### src/rtl/dma_copy_engine.sv
// Bus-initiator copy/fill engine: moves LEN words SRC->DST, or fills DST with a constant,
// over the shared 16-bit addr/wdata/we/re bus. All outputs are registered.
module dma_copy_engine #(
    parameter int          RD_LAT  = 1,
    parameter logic [15:0] MAX_LEN = 16'hFFFF
) (
    input  logic        clk,
    input  logic        rst,
    input  logic        start,
    input  logic        fill_mode,
    input  logic [15:0] src,
    input  logic [15:0] dst,
    input  logic [15:0] len,
    input  logic [15:0] fill_val,
    input  logic        abort,
    output logic        busy,
    output logic        done,
    output logic        err,
    output logic [15:0] remaining,
    output logic [15:0] bus_addr,
    output logic [15:0] bus_wdata,
    output logic        bus_we,
    output logic        bus_re,
    input  logic [15:0] bus_rdata
);

    typedef enum logic [2:0] {
        S_IDLE,
        S_RD,
        S_RWAIT,
        S_WR,
        S_DONE
    } state_t;

    localparam logic [16:0] MAX_LEN_X = {1'b0, MAX_LEN};

    state_t      state;
    logic [15:0] src_cur;
    logic [15:0] dst_cur;
    logic [15:0] fill_q;
    logic        mode_q;
    logic        abort_q;

    logic [15:0] src_next;
    logic [15:0] dst_next;
    logic [15:0] rem_next;
    logic        start_bad;

    assign src_next  = src_cur + 16'd1;
    assign dst_next  = dst_cur + 16'd1;
    assign rem_next  = remaining - 16'd1;
    // IMEM (region 0x0) is read-only, so it can never be a destination.
    assign start_bad = ({1'b0, len} > MAX_LEN_X) || (dst[15:12] == 4'h0);

    always_ff @(posedge clk or negedge rst) begin
        if (!rst) begin
            state     <= S_IDLE;
            src_cur   <= '0;
            dst_cur   <= '0;
            fill_q    <= '0;
            mode_q    <= 1'b0;
            abort_q   <= 1'b0;
            busy      <= 1'b0;
            done      <= 1'b0;
            err       <= 1'b0;
            remaining <= '0;
            bus_addr  <= '0;
            bus_wdata <= '0;
            bus_we    <= 1'b0;
            bus_re    <= 1'b0;
        end else begin
            // NOTE: non-blocking defaults first; a later assignment in the same
            // block overrides them, so every strobe is a one-cycle pulse unless re-armed.
            bus_re    <= 1'b0;
            bus_we    <= 1'b0;
            bus_addr  <= '0;
            bus_wdata <= '0;
            done      <= 1'b0;

            case (state)
                S_IDLE: begin
                    if (start) begin
                        mode_q    <= fill_mode;
                        fill_q    <= fill_val;
                        src_cur   <= src;
                        dst_cur   <= dst;
                        remaining <= len;
                        abort_q   <= 1'b0;
                        if (len == 16'd0) begin
                            state <= S_DONE;
                            done  <= 1'b1;
                            err   <= 1'b0;
                        end else if (start_bad) begin
                            state <= S_DONE;
                            done  <= 1'b1;
                            err   <= 1'b1;
                        end else begin
                            err  <= 1'b0;
                            busy <= 1'b1;
                            if (fill_mode) begin
                                state     <= S_WR;
                                bus_addr  <= dst;
                                bus_wdata <= fill_val;
                                bus_we    <= 1'b1;
                            end else begin
                                state    <= S_RD;
                                bus_addr <= src;
                                bus_re   <= 1'b1;
                            end
                        end
                    end
                end

                S_RD: begin
                    if (RD_LAT == 0) begin
                        if (abort) begin
                            state <= S_DONE;
                            done  <= 1'b1;
                            busy  <= 1'b0;
                        end else begin
                            state     <= S_WR;
                            bus_addr  <= dst_cur;
                            bus_wdata <= bus_rdata;
                            bus_we    <= 1'b1;
                        end
                    end else begin
                        // Read still in flight: hold address and enable, remember any abort.
                        state    <= S_RWAIT;
                        bus_addr <= bus_addr;
                        bus_re   <= 1'b1;
                        abort_q  <= abort;
                    end
                end

                S_RWAIT: begin
                    if (abort || abort_q) begin
                        state <= S_DONE;
                        done  <= 1'b1;
                        busy  <= 1'b0;
                    end else begin
                        state     <= S_WR;
                        bus_addr  <= dst_cur;
                        bus_wdata <= bus_rdata;
                        bus_we    <= 1'b1;
                    end
                end

                S_WR: begin
                    dst_cur   <= dst_next;
                    remaining <= rem_next;
                    if (!mode_q) src_cur <= src_next;
                    if (rem_next == 16'd0 || abort) begin
                        state <= S_DONE;
                        done  <= 1'b1;
                        busy  <= 1'b0;
                    end else if (dst_next[15:12] == 4'h0) begin
                        // Destination wrapped into IMEM: stop before touching it.
                        state <= S_DONE;
                        done  <= 1'b1;
                        busy  <= 1'b0;
                        err   <= 1'b1;
                    end else if (mode_q) begin
                        state     <= S_WR;
                        bus_addr  <= dst_next;
                        bus_wdata <= fill_q;
                        bus_we    <= 1'b1;
                    end else begin
                        state    <= S_RD;
                        bus_addr <= src_next;
                        bus_re   <= 1'b1;
                    end
                end

                S_DONE: begin
                    state <= S_IDLE;
                end

                default: begin
                    state <= S_IDLE;
                    busy  <= 1'b0;
                end
            endcase
        end
    end

endmodule
### config.mk
export PLATFORM = sky130hd
export DESIGN_NAME = dma_copy_engine
export DESIGN_NICKNAME = d
export VERILOG_FILES = /design/src/rtl/dma_copy_engine.sv
export SDC_FILE = /design/constraint.sdc
export NUM_CORES = 1
export LEC_CHECK = 0
export CAP_MARGIN = 30
export CORE_MARGIN = 8
export CORE_UTILIZATION = 47
export CTS_BUF_LIST = sky130_fd_sc_hd__clkbuf_4
export DETAILED_ROUTE_END_ITERATION = 10
export GPL_TIMING_DRIVEN = 0
export PLACE_DENSITY = 0.78
export RECOVER_POWER = 100
export SETUP_SLACK_MARGIN = 0.5
export SYNTH_ARGS = -nofsm -noshare
export SYNTH_HDL_FRONTEND = slang
export SYNTH_SLANG_ARGS = --single-unit
### constraint.sdc
create_clock -name clk -period 3.3 [get_ports clk]
set_clock_uncertainty 0.1 [all_clocks]
set_input_delay 0.495 -clock clk [delete_from_list [all_inputs] [get_ports clk]]
set_output_delay 0.495 -clock clk [all_outputs]
set_load 0.02 [all_outputs]
# Yosys cells after proc, flatten, opt, wreduce, memory -nomap -nowiden
# Index checks and enable logic that the tools add are counted.
[totals] register_bits=106 input_bits=85 wordCells=118
[op_classes] addsub=3 eq_ne=12 mux=72 bitwise=1 reduce_logical=16
[ops] op="16-bit two-way mux" n=20
[ops] op="16-bit one-hot mux with 2 select lines" n=3
[ops] op="16-bit one-hot mux with 4 select lines" n=1
[ops] op="16-bit one-hot mux with 3 select lines" n=1
[ops] op="16-bit by 1-bit adder with 16-bit output, second input constant" n=2
[ops] op="16-bit logical NOT" n=2
[ops] op="1-bit two-way mux" n=32
[ops] op="3-bit two-way mux" n=6
[ops] op="16-bit by 1-bit subtractor with 16-bit output, second input constant" n=1
[ops] op="2-bit inequality test, second input constant" n=7
[ops] op="3-bit one-hot mux with 4 select lines" n=1
[ops] op="1-bit one-hot mux with 3 select lines" n=3
[ops] op="4-bit logical NOT" n=2
[ops] op="3-bit by 2-bit == test with 1-bit output, second input constant" n=2
[ops] op="2-bit AND reduction" n=3
[ops] op="6-bit AND reduction" n=1
[ops] op="2-bit two-way mux" n=2
[ops] op="1-bit one-hot mux with 2 select lines" n=2
[ops] op="1-bit one-hot mux with 4 select lines" n=1
[ops] op="4-bit AND reduction" n=1
[ops] op="2-bit nonzero test" n=2
[ops] op="3-bit by 1-bit == test with 1-bit output, second input constant" n=1
[ops] op="3-bit == test, second input constant" n=1
[ops] op="3-bit logical NOT" n=1
[ops] op="5 further kinds" n=6

# Depth between registers and ports, before layout
# Gate-level depths: netlist of the first run.
[logic_depth] ltp_word=5 mapped_depth=12 depth_no_buf=9

# Least setup slack after synthesis of the first run
# Ideal clock, no wire load.
[synth_timing] path_type="reg2reg" startpoint="reg remaining[0]" endpoint="reg bus_wdata[10]" arrival_time_ns=3.075 required_ns=3.074 slack_ns=-0.001 path_stages_with_launch=13 path_buffers=3 synth_period_minus_slack_ns=3.301 path_cell_list="dfrtp_1 > inv_1 > ha_1 > or4b_1 > clkbuf_2 > o31a_1 > nor4b_2 > and3_1 > a31oi_4 > and3_1 > buf_6 > buf_6 > a221o_1"
[synth_via] elab_chain_len=5
[synth_lines] element="start: declaration" line_no="19" source="output logic [15:0] remaining,"
[synth_lines] element="start signal: assignment" line_no="87" source="remaining <= len;"
[synth_lines] element="start signal: assignment" line_no="150" source="remaining <= rem_next;"
[synth_lines] element="16-bit by 1-bit subtractor with 16-bit output" line_no="51" source="assign rem_next = remaining - 16'd1;"
[synth_lines] element="16-bit logical NOT" line_no="152" source="if (rem_next == 16'd0 || abort) begin"
[synth_lines] element="1-bit logical OR" line_no="152"
[synth_lines] element="16-bit two-way mux" line_no="152"
[synth_lines] element="16-bit one-hot mux with 3 select lines" line_no="80" source="case (state)"
[synth_lines] element="end signal: assignment" line_no="103" source="bus_wdata <= fill_val;"
[synth_lines] element="end signal: assignment" line_no="143" source="bus_wdata <= bus_rdata;"
[synth_lines] element="end signal: assignment" line_no="165" source="bus_wdata <= fill_q;"
[synth_lines] element="end: declaration" line_no="21" source="output logic [15:0] bus_wdata,"
# No other way between the ends.
# A chain may end at the register's enable or synchronous reset.

# Worst setup path after layout of the first run
[layout_timing] startpoint="reg remaining[1]" endpoint="reg bus_wdata[6]"
# Same word-level chain as after synthesis.

==> results.yml, run 1 <==
logic_synthesis:
  synth_commonest_cells: "nand2_1, dfrtp_1, o21ai_0"
  ys_seq_area_share_pct: 43.2
  yosys_warnings: 0
  synth_top_family_by_area: "compound AO/OA/AOI/OAI gates"
  synth_compound_area_share_pct: 22.0
  synth_xor_area_share_pct: 4.14
  syn-cell-area_um2: 6140
  synth_mux_area_share_pct: 3.77
  synth_seq_cells: 106
  syn_area_per_cell_um2: 8.82
  ys.flop_type: "dfrtp_1"
  synth_edf_count: 0
  synth_area_leader_cell: "dfrtp_1"
  synth.most_common_cell: "nand2_1"
  synth-adder-area-share_pct: 0.815
  syn_nets: 785
  ys_top_cells_by_area: "dfrtp_1, nand2_1, o21ai_0, a221o_1, mux2_2"
  synth_top_area_share_pct: 43.2
  async_flop_share_pct: 100
  synth-simple-area-share_pct: 21.3
  synth.distinct_cells: 60
  postSynthCellCount: 696
sta:
  setup_viol: 0
  fin_crit_sh_pct: 95.8
  maxSlewViolCount: 68
  hold_violations: 0
  tns_ns: 0
  timing.fmax_ghz: 0.316
  rsz0062_at_grt: "true"
  max_slew_margin_pct: -12.0
  worst_slew_pin_slew_ns: 1.68
  layout_min_cycle_time_ns: 3.16
power_and_ir_drop:
  pwr-share-clk_pct: 9.7
  p_total_mw: 6.89
  p_int_mw: 3.58
  seq_power_share_pct: 34.6
  power_switching_mw: 3.31
  p_sw_share_pct: 48.1
  power.leakage_nw: 3.53
  p_comb_share_pct: 55.7
  ir_drop_uv: 407
  power.density_nw_per_um2: 847
setup_path:
  worst-endpoint-arrival_ns: 3.48
  cp-end-kind: "flop"
  startpoint_type: "flop"
  crit_required_ns: 3.62
  critical_path.max_fanout: 5
  critPathKind: "reg -> reg"
cts:
  htree_levels: 3
  cts_sinks: 106
  clk_latency_ns: 0.51
  cts-root-buf: "clkbuf_4"
  clock_path_buffers: 2
  cts_tree: "yes"
  cts_buffers: 9
  clk_pin_slew_ns: 0.18
global_route:
  antenna_found_initial: 1
  grtUsageTotal_pct: 25.4
  grt_pass1_vias: 6343
  grt_overflow: 0
  grt_max_degree: 68
  grt_first_pass_wirelength_um: 33200
finish:
  final.fill_count: 1076
  drive_gt1_share_pct: 10.6
  final_util_pct: 64.2
  nets: 952
  instances_no_fill: 1041
  syn_to_final_growth_pct: 32.6
drt:
  num_vias: 6394
  drtPass1Iterations: 6
  drt-total-wl_um: 21500
  drt_iter0_markers: 752
  routedWlPerCell_um: 20.7
  via_per_inst: 6.14
  drc_errors: 0
  final_antenna_net_count: 0
placed_design:
  portBuffers: 136
  dp.cells: 1007
  globalplace.congestion: 0.936
  place_hpwl_um: 15700
hold_path:
  min_path_type: "in -> async"
floorplanning:
  coreArea_um2: 12700
  initial_utilization_pct: 48.4
  dieArea_um2: 17000
  die_w_um: 130
  io_pins: 138
  placementRows: 41
  die_h_um: 130
run_status:
  failed_checks: "capacitance limit, slew limit"
  status: "complete, but fails checks"
job:
  drv_cap: 2
[metrics by stage]
step	hold WS, ns	worst slack (ns)	area (um2)
3_3_place_gp	0.358	-2.87	7730
6_report	0.388	0.138	8140
5_1_grt	0.420	0.0426	8140
2_1_floorplan	0.0994	0.200	6160
3_5_place_dp	0.367	-0.125	7770
4_1_cts	0.390	0.137	8120
[layout by cell type (no fill, tap or decap), types with 9 or more instances in the layout]
cell type        instances
xor2_1                  11
inv_1                   12
clkbuf_4                 9
nor4_1                  13
a22oi_1                  9
o21ai_0                 54
a222oi_1                19
xnor2_1                 18
dlygate4sd3_1           54
and3_1                  25
nor2_1                  43
a221o_1                 23
dfrtp_1                102
clkbuf_1                46
nor3_1                  20
a21oi_1                 35
buf_4                   14
mux2_2                  17
nand3_1                 13
nand2_1                110
clkdlybuf4s50_1         82
[worst max-delay path: stages, from the launching register on]
cell and delay (ns):
dfrtp_2 0.45, inv_2 0.09, ha_4 0.14, or4b_4 0.46, buf_8 0.14, nor2_1 0.20, nand3_1 0.19, xor2_1 0.32
a31oi_4 0.13, and3_1 0.24, buf_8 0.13, buf_16 0.12, a221o_1 0.35
[kinds of logic after synthesis]
kind of cell / count (synthesis)
simple gates: 269
compound gates: 194
flops: 106
buf+inv: 73
xor+xnor: 29
mux: 21
fa+ha+maj: 4
[timing repair]
item / in CTS / in global routing
pin swaps: 22 / 7
hold endpoints to repair: 39 / 0
gates cloned: 1 / 0
resized for setup: 22 / 30
buffers inserted: 14 / 1
hold buffers: 1 / 0
setup endpoints to repair: 36 / 55
[per-layer routing]
metal	global-route usage (%)	wire length, um
met5	0	0
met3	6.73	2080
met1	30.5	8700
met2	41.6	10200
met4	11.8	595
[area by class of cell]
cell class	count	area [um2]	area share [%]
diodes	1	2.50	0.0308
plain buffers	59	283	3.48
clock buffers	9	67.6	0.831
clock inverters	7	57.6	0.707
inverters	14	52.6	0.646
multi-input cells	517	3280	40.3
flip-flops and latches	106	2660	32.7
well taps	172	215	2.65
repair buffers	156	1520	18.7
[path summary, 6_finish.rpt]
| path | start | slack [ns] | end | cells past startpoint |
|---|---|---|---|---|
| worst max-delay path | remaining[1] | 0.14 | bus_wdata[6] | 12 |
| worst min-delay path | rst | 0.39 | remaining[7] | 2 |
| worst max register to register | remaining[1] | 0.14 | bus_wdata[6] | 12 |
| worst min register to register | fill_q[11] | 0.40 | fill_q[11] | 2 |
| max in group asynchronous | rst | 0.60 | dst_cur[6] | 3 |
| min in group clk | fill_q[11] | 0.40 | fill_q[11] | 2 |
[flip-flops by register name, summed over array words and instances (netlist names)]
signal and cells:
bus_addr 16, bus_wdata 16, dst_cur 16, fill_q 16, remaining 16, src_cur 16
state 3, abort_q 1, bus_re 1, bus_we 1, busy 1, done 1
err 1, mode_q 1
[power groups by stage]
| stage | clock network, mW | logic (mW) | registers [mW] |
|---|---|---|---|
| 2_1_floorplan | 0 | 2.00 | 2.59 |
| 4_1_cts | 0.669 | 3.83 | 2.38 |
| 3_3_place_gp | 0 | 3.55 | 2.39 |
| 5_1_grt | 0.703 | 4.18 | 2.45 |
| 3_5_place_dp | 0 | 3.66 | 2.41 |
| 6_report | 0.665 | 3.84 | 2.39 |
No activity file was read; power rests on OpenSTA's default activity.
==> run 2: changes to the inputs <==
--- a/config.mk
+++ b/config.mk
@@ -13,7 +13,6 @@
 export GPL_TIMING_DRIVEN = 0
 export PLACE_DENSITY = 0.78
 export RECOVER_POWER = 100
-export SETUP_SLACK_MARGIN = 0.5
 export SYNTH_ARGS = -nofsm -noshare
 export SYNTH_HDL_FRONTEND = slang
 export SYNTH_SLANG_ARGS = --single-unit
==> run 2 against run 1 <==
The run still ends with capacitance limit, slew limit left. Via count fell by 0.55%. Largest cell class unchanged. Clock power fell by 0.9%. Final cell count fell by 0.86%. Sequential cell count did not move. Critical path type unchanged. Core utilization fell by 0.98 points. Largest power group unchanged. Sequential power barely moved. Routed wire length fell by 0.14%. Sequential share of layout area rose by 0.47 points. Worst setup slack got worse by 0.027 ns. Worst hold slack improved by 0.014 ns.
==> results.yml, run 2 (synthesized netlist as in run 1, its figures left out) <==
run_status:
  status: "complete, but fails checks"
  failed_checks: "capacitance limit, slew limit"
cts:
  cts_sinks: 106
  clk_pin_slew_ns: 0.17
  clk_latency_ns: 0.50
  htree_levels: 3
  cts_tree: "yes"
  clock_path_buffers: 2
  cts-root-buf: "clkbuf_4"
  cts_buffers: 9
sta:
  setup_slack_ns: 0.111
  fin_hold_ws_ns: 0.402
  timing.fmax_ghz: 0.314
  maxSlewViolCount: 37
  layout_min_cycle_time_ns: 3.19
  rsz0062_at_grt: "false"
  tns_ns: 0
  worst_slew_pin_slew_ns: 2.11
  setup_viol: 0
  fin_crit_sh_pct: 96.6
  hold_violations: 0
  max_slew_margin_pct: -40.5
finish:
  final_cell_mix: "nand2_1, dfrtp_1, clkdlybuf4s50_1"
  final_util_pct: 63.2
  nets: 944
  mostFrequentLayoutCell: "nand2_1"
  drive_gt1_share_pct: 8.37
  syn_to_final_growth_pct: 30.5
  diodes: 0
setup_path:
  critical_path.max_fanout: 18
  crit_required_ns: 3.59
  startpoint_type: "flop"
  r2r_slack_ns: 0.11
  worst-endpoint-arrival_ns: 3.48
  critPathKind: "reg -> reg"
  cp-end-kind: "flop"
drt:
  drtPass1Iterations: 8
  drt-total-wl_um: 21500
  num_vias: 6359
  final_antenna_net_count: 0
  via_per_inst: 6.16
  drt_iter0_markers: 819
  drc_errors: 0
  routedWlPerCell_um: 20.8
power_and_ir_drop:
  ir_drop_uv: 389
  p_int_mw: 3.55
  power.leakage_nw: 3.47
  p_comb_share_pct: 54.8
  pwr-share-clk_pct: 9.7
  power_switching_mw: 3.26
  seq_power_share_pct: 35.6
  p_sw_share_pct: 47.9
  power.density_nw_per_um2: 850
floorplanning:
  initial_utilization_pct: 48.4
  dieArea_um2: 17000
  coreArea_um2: 12700
  placementRows: 41
  io_pins: 138
  die_w_um: 130
  die_h_um: 130
placed_design:
  portBuffers: 136
  globalplace.congestion: 0.938
  place_hpwl_um: 15500
  pre_cts_ws_ns: -0.457
global_route:
  grt_overflow: 0
  grtUsageTotal_pct: 25.2
  antenna_found_initial: 0
  grt_max_degree: 72
  grt_first_pass_wirelength_um: 33200
  grt_pass1_vias: 6344
job:
  drv_cap: 1
hold_path:
  min_path_type: "reg -> reg"
-- run 2: metal layers --
layer | part of all wire (%) | wire length, um | vias to the layer above | GRT usage (%)
li1 | - | - | 2901 | -
met1 | 40 | 8570 | 3078 | 30.9
met2 | 47 | 10100 | 321 | 40.8
met3 | 10 | 2180 | 59 | 7.18
met4 | 3.0 | 650 | 0 | 10.5
met5 | 0 | 0 | - | 0
-- run 2: worst max-delay path: stages (launching register included) --
cell and delay [ns]:
dfrtp_2 0.45, inv_2 0.10, ha_4 0.14, or4b_4 0.45, buf_6 0.14, o31a_1 0.24, nor4b_2 0.34, and3_1 0.26
a31oi_4 0.12, and3_1 0.24, buf_6 0.16, a221o_1 0.35
-- run 2: stage by stage --
step,cells,instance area [um2],power [mW]
finish,1032,8010,6.81
global route,1032,8010,7.28
CTS,1031,7980,6.80
detailed placement,1007,7750,6.04
global placement,1004,7710,5.92
floorplan,696,6140,4.57
-- run 2: power by group through the flow --
| stage | logic [mW] | clock network, mW | registers (mW) |
|---|---|---|---|
| floorplan | 1.98 | 0 | 2.59 |
| global placement | 3.53 | 0 | 2.39 |
| detailed placement | 3.62 | 0 | 2.41 |
| CTS | 3.73 | 0.671 | 2.40 |
| global route | 4.06 | 0.718 | 2.49 |
| finish | 3.73 | 0.659 | 2.42 |
-- run 2: area by class of cell --
| type | instances | area (um2) |
|---|---|---|
| Sequential cell | 106 | 2660 |
| Clock inverter | 6 | 55.1 |
| Inverter | 14 | 55.1 |
| Multi-Input combinational cell | 517 | 3240 |
| Tap cell | 172 | 215 |
| Timing Repair Buffer | 152 | 1490 |
| Clock buffer | 10 | 75.1 |
| Fill cell | 1107 | 4660 |
| Buffer | 55 | 229 |
-- run 2: path summary, 6_finish.rpt --
| kind | start | to | depth (start not counted) |
|---|---|---|---|
| max in group asynchronous | rst | state[1] | 3 |
| worst max-delay path | remaining[1] | bus_wdata[15] | 11 |
| worst max register to register | remaining[1] | bus_wdata[15] | 11 |
| worst min-delay path | fill_q[13] | fill_q[13] | 2 |
| worst min register to register | fill_q[13] | fill_q[13] | 2 |
| min in group asynchronous | rst | remaining[5] | 2 |
-- run 2: timing repair --
item                                    4_1_cts  5_1_grt
resized for setup                            11       10
setup buffers                                 9        3
pin swaps                                     3        6
endpoints found under the hold margin        35        0
endpoints found under the setup margin       28       20
hold buffers                                  1        0
gates cloned                                  0        0
